--- src/rtl/simd_mac_pkg.sv ---
// Shared definitions for the SIMD MAC array.
// FSM state encodings, the drain length, and the helper that locates a lane
// inside a packed multi-lane bus.
package simd_mac_pkg;

    localparam int unsigned STATE_W = 2;

    localparam logic [STATE_W-1:0] ST_IDLE  = 2'd0;
    localparam logic [STATE_W-1:0] ST_RUN   = 2'd1;
    localparam logic [STATE_W-1:0] ST_DRAIN = 2'd2;
    localparam logic [STATE_W-1:0] ST_DONE  = 2'd3;

    // Two pipeline stages must empty before the result is final
    localparam int unsigned DRAIN_CYC = 2;
    localparam int unsigned DRAIN_W   = (DRAIN_CYC > 1) ? $clog2(DRAIN_CYC) : 1;

    // Base bit index of lane 'lane' in a bus packed at 'w' bits per lane
    function automatic int unsigned lane_lsb(input int unsigned lane, input int unsigned w);
        return lane * w;
    endfunction

endpackage

--- src/rtl/simd_mac_array_if.sv ---
// Block-level control and operand/result bus of the SIMD MAC array.
// master: task issuer / operand source / result consumer.
// slave : the MAC engine.
// Signals: ap_ce, ap_start, ap_continue, len, a_data, b_data, in_vld (to engine);
//          in_rdy, ap_idle, ap_ready, ap_done, acc_out, acc_ap_vld, ovf (from engine).
interface simd_mac_array_if #(
    parameter int unsigned LANES  = 4,
    parameter int unsigned DATA_W = 8,
    parameter int unsigned ACC_W  = 21,
    parameter int unsigned LEN_W  = 8
);
    logic                      ap_ce;
    logic                      ap_start;
    logic                      ap_continue;
    logic [LEN_W-1:0]          len;
    logic [LANES*DATA_W-1:0]   a_data;
    logic [LANES*DATA_W-1:0]   b_data;
    logic                      in_vld;
    logic                      in_rdy;
    logic                      ap_idle;
    logic                      ap_ready;
    logic                      ap_done;
    logic [LANES*ACC_W-1:0]    acc_out;
    logic                      acc_ap_vld;
    logic [LANES-1:0]          ovf;

    modport master (
        output ap_ce, ap_start, ap_continue, len, a_data, b_data, in_vld,
        input  in_rdy, ap_idle, ap_ready, ap_done, acc_out, acc_ap_vld, ovf
    );

    modport slave (
        input  ap_ce, ap_start, ap_continue, len, a_data, b_data, in_vld,
        output in_rdy, ap_idle, ap_ready, ap_done, acc_out, acc_ap_vld, ovf
    );

endinterface

--- src/rtl/simd_mac_lane.sv ---
// One MAC lane: stage 1 registers the operands of an accepted beat, stage 2
// adds their extended product into the accumulator and tracks sticky overflow.
// Ports: ap_clk, ap_rst (async, active-high), ce (freeze when low),
//        clr (task accept: clear acc/ovf/pipeline), beat (operands valid),
//        a, b (operands), acc (running sum), ovf (sticky overflow).
// ACC_W must exceed 2*DATA_W.
(* use_dsp = "yes" *)
module simd_mac_lane #(
    parameter int unsigned DATA_W = 8,
    parameter int unsigned ACC_W  = 21,
    parameter bit          SIGNED = 1'b0
) (
    input  logic              ap_clk,
    input  logic              ap_rst,
    input  logic              ce,
    input  logic              clr,
    input  logic              beat,
    input  logic [DATA_W-1:0] a,
    input  logic [DATA_W-1:0] b,
    output logic [ACC_W-1:0]  acc,
    output logic              ovf
);

    localparam int unsigned PROD_W = 2 * DATA_W;

    logic [DATA_W-1:0] a_q;
    logic [DATA_W-1:0] b_q;
    logic              s1_vld_q;
    logic [PROD_W-1:0] a_ext_c;
    logic [PROD_W-1:0] b_ext_c;
    logic [PROD_W-1:0] prod_c;
    logic [ACC_W-1:0]  prod_ext_c;
    logic [ACC_W:0]    sum_c;
    logic              ovf_u_c;
    logic              ovf_s_c;

    // Operands extended to full product width so the low PROD_W bits of the
    // multiply are correct in either signedness
    assign a_ext_c = SIGNED ? {{DATA_W{a_q[DATA_W-1]}}, a_q} : {{DATA_W{1'b0}}, a_q};
    assign b_ext_c = SIGNED ? {{DATA_W{b_q[DATA_W-1]}}, b_q} : {{DATA_W{1'b0}}, b_q};
    assign prod_c  = a_ext_c * b_ext_c;

    assign prod_ext_c = SIGNED ? {{(ACC_W-PROD_W){prod_c[PROD_W-1]}}, prod_c}
                               : {{(ACC_W-PROD_W){1'b0}}, prod_c};

    assign sum_c = {1'b0, acc} + {1'b0, prod_ext_c};

    // Unsigned: carry out. Signed: like-signed operands giving a different-signed sum.
    assign ovf_u_c = sum_c[ACC_W];
    assign ovf_s_c = (acc[ACC_W-1] == prod_ext_c[ACC_W-1]) && (sum_c[ACC_W-1] != acc[ACC_W-1]);

    // Stage 1: operand capture
    always_ff @(posedge ap_clk or posedge ap_rst) begin
        if (ap_rst) begin
            a_q      <= '0;
            b_q      <= '0;
            s1_vld_q <= 1'b0;
        end else if (ce) begin
            if (beat) begin
                a_q <= a;
                b_q <= b;
            end
            s1_vld_q <= beat & ~clr;
        end
    end

    // Stage 2: accumulate and sticky overflow
    always_ff @(posedge ap_clk or posedge ap_rst) begin
        if (ap_rst) begin
            acc <= '0;
            ovf <= 1'b0;
        end else if (ce) begin
            if (clr) begin
                acc <= '0;
                ovf <= 1'b0;
            end else if (s1_vld_q) begin
                acc <= sum_c[ACC_W-1:0];
                ovf <= ovf | (SIGNED ? ovf_s_c : ovf_u_c);
            end
        end
    end

endmodule

--- src/rtl/simd_mac_array.sv ---
// Multi-lane multiply-accumulate engine with HLS-style block control.
// Each task accepts 'len' operand beats and produces LANES independent dot
// products, held on acc_out until ap_continue.
// Ports: ap_clk, ap_rst (async, active-high), io (simd_mac_array_if.slave):
//        ap_ce, ap_start, ap_continue, len, a_data, b_data, in_vld in;
//        in_rdy, ap_idle, ap_ready, ap_done, acc_out, acc_ap_vld, ovf out.
// ap_ready is the combinational accept strobe; every other output is a flop.
module simd_mac_array
    import simd_mac_pkg::*;
#(
    parameter int unsigned LANES  = 4,
    parameter int unsigned DATA_W = 8,
    parameter int unsigned ACC_W  = 21,
    parameter int unsigned LEN_W  = 8,
    parameter bit          SIGNED = 1'b0
) (
    input logic             ap_clk,
    input logic             ap_rst,
    simd_mac_array_if.slave io
);

    logic [STATE_W-1:0]     state_q;
    logic [STATE_W-1:0]     state_d;
    logic [LEN_W-1:0]       len_q;
    logic [LEN_W-1:0]       cnt_q;
    logic [DRAIN_W-1:0]     drain_q;
    logic                   idle_q;
    logic                   rdy_q;
    logic                   done_q;
    logic                   accept_c;
    logic                   beat_c;
    logic [LANES*ACC_W-1:0] lane_acc;
    logic [LANES-1:0]       lane_ovf;

    // Next state, task accept and beat strobes
    always_comb begin
        state_d  = state_q;
        accept_c = 1'b0;
        beat_c   = 1'b0;
        case (state_q)
            ST_IDLE: begin
                if (io.ap_ce && io.ap_start && !ap_rst) begin
                    accept_c = 1'b1;
                    state_d  = (io.len == '0) ? ST_DRAIN : ST_RUN;
                end
            end
            ST_RUN: begin
                beat_c = io.ap_ce & io.in_vld;
                // Leaving on the edge of the final beat keeps in_rdy from admitting an extra one
                if (beat_c && (cnt_q == LEN_W'(len_q - 1'b1))) begin
                    state_d = ST_DRAIN;
                end
            end
            ST_DRAIN: begin
                if (io.ap_ce && (drain_q == DRAIN_W'(DRAIN_CYC - 1))) begin
                    state_d = ST_DONE;
                end
            end
            ST_DONE: begin
                if (io.ap_ce && io.ap_continue) begin
                    state_d = ST_IDLE;
                end
            end
            default: state_d = ST_IDLE;
        endcase
    end

    // State, counters and registered status outputs
    always_ff @(posedge ap_clk or posedge ap_rst) begin
        if (ap_rst) begin
            state_q <= ST_IDLE;
            len_q   <= '0;
            cnt_q   <= '0;
            drain_q <= '0;
            idle_q  <= 1'b1;
            rdy_q   <= 1'b0;
            done_q  <= 1'b0;
        end else if (io.ap_ce) begin
            state_q <= state_d;
            idle_q  <= (state_d == ST_IDLE);
            rdy_q   <= (state_d == ST_RUN);
            done_q  <= (state_d == ST_DONE);
            if (accept_c) begin
                len_q <= io.len;
                cnt_q <= '0;
            end else if (beat_c) begin
                cnt_q <= LEN_W'(cnt_q + 1'b1);
            end
            drain_q <= (state_q == ST_DRAIN) ? DRAIN_W'(drain_q + 1'b1) : '0;
        end
    end

    // One MAC lane per operand slice
    for (genvar i = 0; i < LANES; i++) begin : g_lane
        simd_mac_lane #(
            .DATA_W (DATA_W),
            .ACC_W  (ACC_W),
            .SIGNED (SIGNED)
        ) u_lane (
            .ap_clk (ap_clk),
            .ap_rst (ap_rst),
            .ce     (io.ap_ce),
            .clr    (accept_c),
            .beat   (beat_c),
            .a      (io.a_data[lane_lsb(i, DATA_W) +: DATA_W]),
            .b      (io.b_data[lane_lsb(i, DATA_W) +: DATA_W]),
            .acc    (lane_acc[lane_lsb(i, ACC_W) +: ACC_W]),
            .ovf    (lane_ovf[i])
        );
    end

    assign io.in_rdy     = rdy_q;
    assign io.ap_idle    = idle_q;
    assign io.ap_ready   = accept_c;
    assign io.ap_done    = done_q;
    assign io.acc_ap_vld = done_q;
    assign io.acc_out    = lane_acc;
    assign io.ovf        = lane_ovf;

endmodule

--- src/flat_wrapper.sv ---
// flat-port wrapper written by rule: the top's interface ports become plain ports
module simd_mac_array_flat import simd_mac_pkg::*;
#(
    parameter int unsigned LANES  = 4,
    parameter int unsigned DATA_W = 8,
    parameter int unsigned ACC_W  = 21,
    parameter int unsigned LEN_W  = 8,
    parameter bit          SIGNED = 1'b0
)
  (ap_clk, ap_rst, io_ap_ce, io_ap_start, io_ap_continue, io_len, io_a_data, io_b_data, io_in_vld, io_in_rdy, io_ap_idle, io_ap_ready, io_ap_done, io_acc_out, io_acc_ap_vld, io_ovf);
  simd_mac_array_if #(.LANES(LANES), .DATA_W(DATA_W), .ACC_W(ACC_W), .LEN_W(LEN_W)) io_i ();
  input logic ap_clk;
  input logic ap_rst;
  input wire logic [$bits(io_i.ap_ce)-1:0] io_ap_ce;
  input wire logic [$bits(io_i.ap_start)-1:0] io_ap_start;
  input wire logic [$bits(io_i.ap_continue)-1:0] io_ap_continue;
  input wire logic [$bits(io_i.len)-1:0] io_len;
  input wire logic [$bits(io_i.a_data)-1:0] io_a_data;
  input wire logic [$bits(io_i.b_data)-1:0] io_b_data;
  input wire logic [$bits(io_i.in_vld)-1:0] io_in_vld;
  output wire logic [$bits(io_i.in_rdy)-1:0] io_in_rdy;
  output wire logic [$bits(io_i.ap_idle)-1:0] io_ap_idle;
  output wire logic [$bits(io_i.ap_ready)-1:0] io_ap_ready;
  output wire logic [$bits(io_i.ap_done)-1:0] io_ap_done;
  output wire logic [$bits(io_i.acc_out)-1:0] io_acc_out;
  output wire logic [$bits(io_i.acc_ap_vld)-1:0] io_acc_ap_vld;
  output wire logic [$bits(io_i.ovf)-1:0] io_ovf;
  assign io_i.ap_ce = io_ap_ce;
  assign io_i.ap_start = io_ap_start;
  assign io_i.ap_continue = io_ap_continue;
  assign io_i.len = io_len;
  assign io_i.a_data = io_a_data;
  assign io_i.b_data = io_b_data;
  assign io_i.in_vld = io_in_vld;
  assign io_in_rdy = io_i.in_rdy;
  assign io_ap_idle = io_i.ap_idle;
  assign io_ap_ready = io_i.ap_ready;
  assign io_ap_done = io_i.ap_done;
  assign io_acc_out = io_i.acc_out;
  assign io_acc_ap_vld = io_i.acc_ap_vld;
  assign io_ovf = io_i.ovf;
  simd_mac_array #(.LANES(LANES), .DATA_W(DATA_W), .ACC_W(ACC_W), .LEN_W(LEN_W), .SIGNED(SIGNED)) u_core (.ap_clk(ap_clk), .ap_rst(ap_rst), .io(io_i));
endmodule
--- config.mk ---
export PLATFORM = sky130hd
export DESIGN_NAME = simd_mac_array_flat
export DESIGN_NICKNAME = d
export VERILOG_FILES = /design/src/rtl/simd_mac_pkg.sv /design/src/rtl/simd_mac_array_if.sv /design/src/rtl/simd_mac_lane.sv /design/src/rtl/simd_mac_array.sv /design/src/flat_wrapper.sv
export SDC_FILE = /design/constraint.sdc
export NUM_CORES = 1
export LEC_CHECK = 0
export BUFFER_PORTS_ARGS = -buffer_cell sky130_fd_sc_hd__buf_2
export CORE_MARGIN = 2
export CORE_UTILIZATION = 51
export DETAILED_ROUTE_END_ITERATION = 10
export MAX_ROUTING_LAYER = met4
export PLACE_DENSITY = 0.7
export SYNTH_ARGS = -nofsm -noshare
export SYNTH_HDL_FRONTEND = slang
export SYNTH_HIERARCHICAL = 1
export SYNTH_SLANG_ARGS = --single-unit
--- constraint.sdc ---
create_clock -name ap_clk -period 5.5 [get_ports ap_clk]
set_input_delay 1.1 -clock ap_clk [delete_from_list [all_inputs] [get_ports ap_clk]]
set_output_delay 1.1 -clock ap_clk [all_outputs]
set_load 0.005 [all_outputs]
==> metrics.txt <==
top cells by area, synth dfrtp_1, fa_1, ha_1; Crit Path Category register to register; post-DP HPWL 33300 um; H-tree depth 4; distinct cell type count of the synthesized netlist 97; Worst-path clk slew 0.07 ns; Hold Violations, Final 0; MaxCap Viol Count 0; Critical Path Fanout Max 9; post-route ant nets 0; chip width 195 um; most common cell after layout, fill and taps aside inv_1; Synth area leader dfrtp_1; Crit path max-delay family adder cells; critical path depth in cells 13; vias in the first global route 14847; final setup TNS 0 ns; post-synth top area share 23.7%; max incr delay on CP 0.55 ns; Net Count, Synth 2454; ys async rst share 100%; outcome complete, no violations; post-CTS setup buffers 0; Die Area 38200 um^2; Final min period 4.74 ns; vias per inst 5.38; clk sinks 178; Total GRT Usage 24.6%; WL/cell 16.3 um; buffer and inverter count on the worst path 2; ys flop type dfrtp_1; post_cts resized 0; global-route wire length before repair 73600 um; # IOs 171; # DRC 0; Final Max Tran Viols 0; Num CTS Buffers 17; initial antenna violation count 7; design area 20600 um^2; CTS Buffer Depth 2; Critical Path End Type register; Critical Path AT 5.08 ns; reg2reg path depth 13; fmax 211 MHz; RR Endpoint u_core/g_lane[1].u_lane/acc[16]; Starting Density 51.4%; RSZ-0062 raised after global routing false; CP max-delay cell fa_1; Synth Warn # 6; Worst path most repeated cell fa_1; first drt pass iteration count 7; RD Place Congestion 0.932; worst r2r src u_core/g_lane[1].u_lane/a_q[2]; fill count 3241; layout cells sized above 1 15.2%; required time worst endpoint 5.84 ns; total congestion overflow 0; Syn Std Cell Area 18700 um^2; Post-synth EDFFs 0; Port Buffers 170; worst setup path endpoint u_core/g_lane[1].u_lane/acc[16]; largest net degree at the start of global routing 45; drt total wl 43000 um; Slew HR 42.0%; Worst setup SP type register; worst min path class register to register; Slew @ Worst Pin 0.868 ns; std cell rows 70; flops & latches, synth 178; DP Area 20000 um^2; initial drt markers 572; Period Utilization, post-route 86.1%; sequential element share of the synthesized area 23.8%; R2R setup slack 0.76 ns; die height 195 um; crit path from u_core/g_lane[1].u_lane/a_q[2]; number of hold buffers added after CTS 0; hold_sp u_core/g_lane[2].u_lane/ovf; Worst-Skew Late Latency 0.45 ns; Clock Root Buffer clkbuf_16; Synth Area per Inst 9.30 um^2; CP Cell Sequence and2_1 > fa_1 > fa_1 > fa_1 > inv_1 > fa_1 > inv_1 > ha_1 > a211oi_1 > a2111oi_2 > a211oi_2 > o21ai_0 > a221o_1; most frequent cells in the layout inv_1, nand2_1, fa_1, dfrtp_1, buf_2; Area Overhead vs Synth 10.1%; via count 14240; clock skew 0.00918 ns; CTS tree built; Gate Count Post-Synth 2010; Hold Slack 0.489 ns; Nets 2602; core box area 36300 um^2; Final Setup Violations 0
cells in the mapped netlist, drive strengths merged (4+ instances only):
cell     number
a2111oi       5
a211o         7
a211oi       15
a21boi        8
a21o         33
a21oi        47
a221oi        7
a31o          8
a31oi        10
and2        143
and3         11
buf          12
clkbuf       40
dfrtp       177
fa          200
ha          166
inv         416
mux2         72
mux2i         5
nand2       245
nand2b       15
nand3        18
nand4        13
nor2         54
nor2b         9
nor3         11
o2111ai       5
o211ai       10
o21a          5
o21ai        97
o21bai        5
o311ai        4
o31ai        14
o41ai         6
or3           7
or4           4
xnor2        23
xor2         28
worst min path at each step:
stage,end,slack [ns],cells past startpoint
after floorplan,u_core/g_lane[2].u_lane/ovf,0.47,2
after global placement,u_core/g_lane[2].u_lane/ovf,0.47,2
after detailed placement,u_core/g_lane[2].u_lane/ovf,0.48,2
after CTS,u_core/g_lane[2].u_lane/ovf,0.50,2
after global routing,u_core/g_lane[2].u_lane/ovf,0.51,2
final,u_core/g_lane[2].u_lane/ovf,0.49,2
stage by stage:
step | setup slack (ns) | std cells | utilization, %
floorplan | 1.05 | 2010 | -
global placement | 0.881 | 2607 | 54.9
detailed placement | 0.763 | 2607 | 54.9
CTS | 0.770 | 2638 | 56.6
global route | 0.476 | 2645 | 56.6
finish | 0.764 | 2645 | 56.6
layout make-up:
type                            instances  area [um^2]  area share [%]
Multi-Input combinational cell       1363        12400            60.3
Antenna cell                            7         17.5          0.0851
Clock buffer                           22          474            2.30
Clock inverter                          9          130           0.632
Tap cell                              468          586            2.84
Inverter                              416         1560            7.58
Timing Repair Buffer                  182          941            4.57
Sequential cell                       178         4460            21.6
worst reg2reg max path, stage by stage (launching register included):
cell       delay (ns)
dfrtp_1          0.47
and2_1           0.20
fa_1             0.51
fa_1             0.54
fa_1             0.55
inv_1            0.06
fa_1             0.53
inv_1            0.04
ha_1             0.35
a211oi_1         0.46
a2111oi_2        0.11
a211oi_2         0.37
o21ai_0          0.15
a221o_1          0.29
per-layer routing:
layer	global-route usage (%)	part of all wire (%)	up-vias
met5	-	0	-
met4	5.51	1.3	0
met3	4.40	5.2	44
met2	40.4	50	335
met1	31.9	44	7081
li1	-	-	6780
logic make-up (layout without fill, tap and decap cells):
logic type	Yosys count	count (layout)	synth area share (%)
AOI/OAI and AO/OA	323	323	12.5
xor gates and xnor gates	51	51	2.39
adders and majority gates	366	366	32.5
buffers and inverters	469	629	9.84
DFF	178	178	23.8
muxes	77	77	4.60
other	0	7	0
and+or+nand+nor	546	546	14.3
flip-flops by register name (all words and copies together), names as in the netlist, 2 cells and up:
register                       count
u_core/g_lane.u_lane/b_q          32
u_core/len_q                       8
u_core/g_lane.u_lane/ovf           4
u_core/g_lane.u_lane/s1_vld_q      4
u_core/g_lane.u_lane/acc          84
u_core/g_lane.u_lane/a_q          32
u_core/cnt_q                       8
u_core/state_q                     2
Power is not shown: default switching activity piles up to over one toggle a cycle in this logic, so the estimate is an artifact.
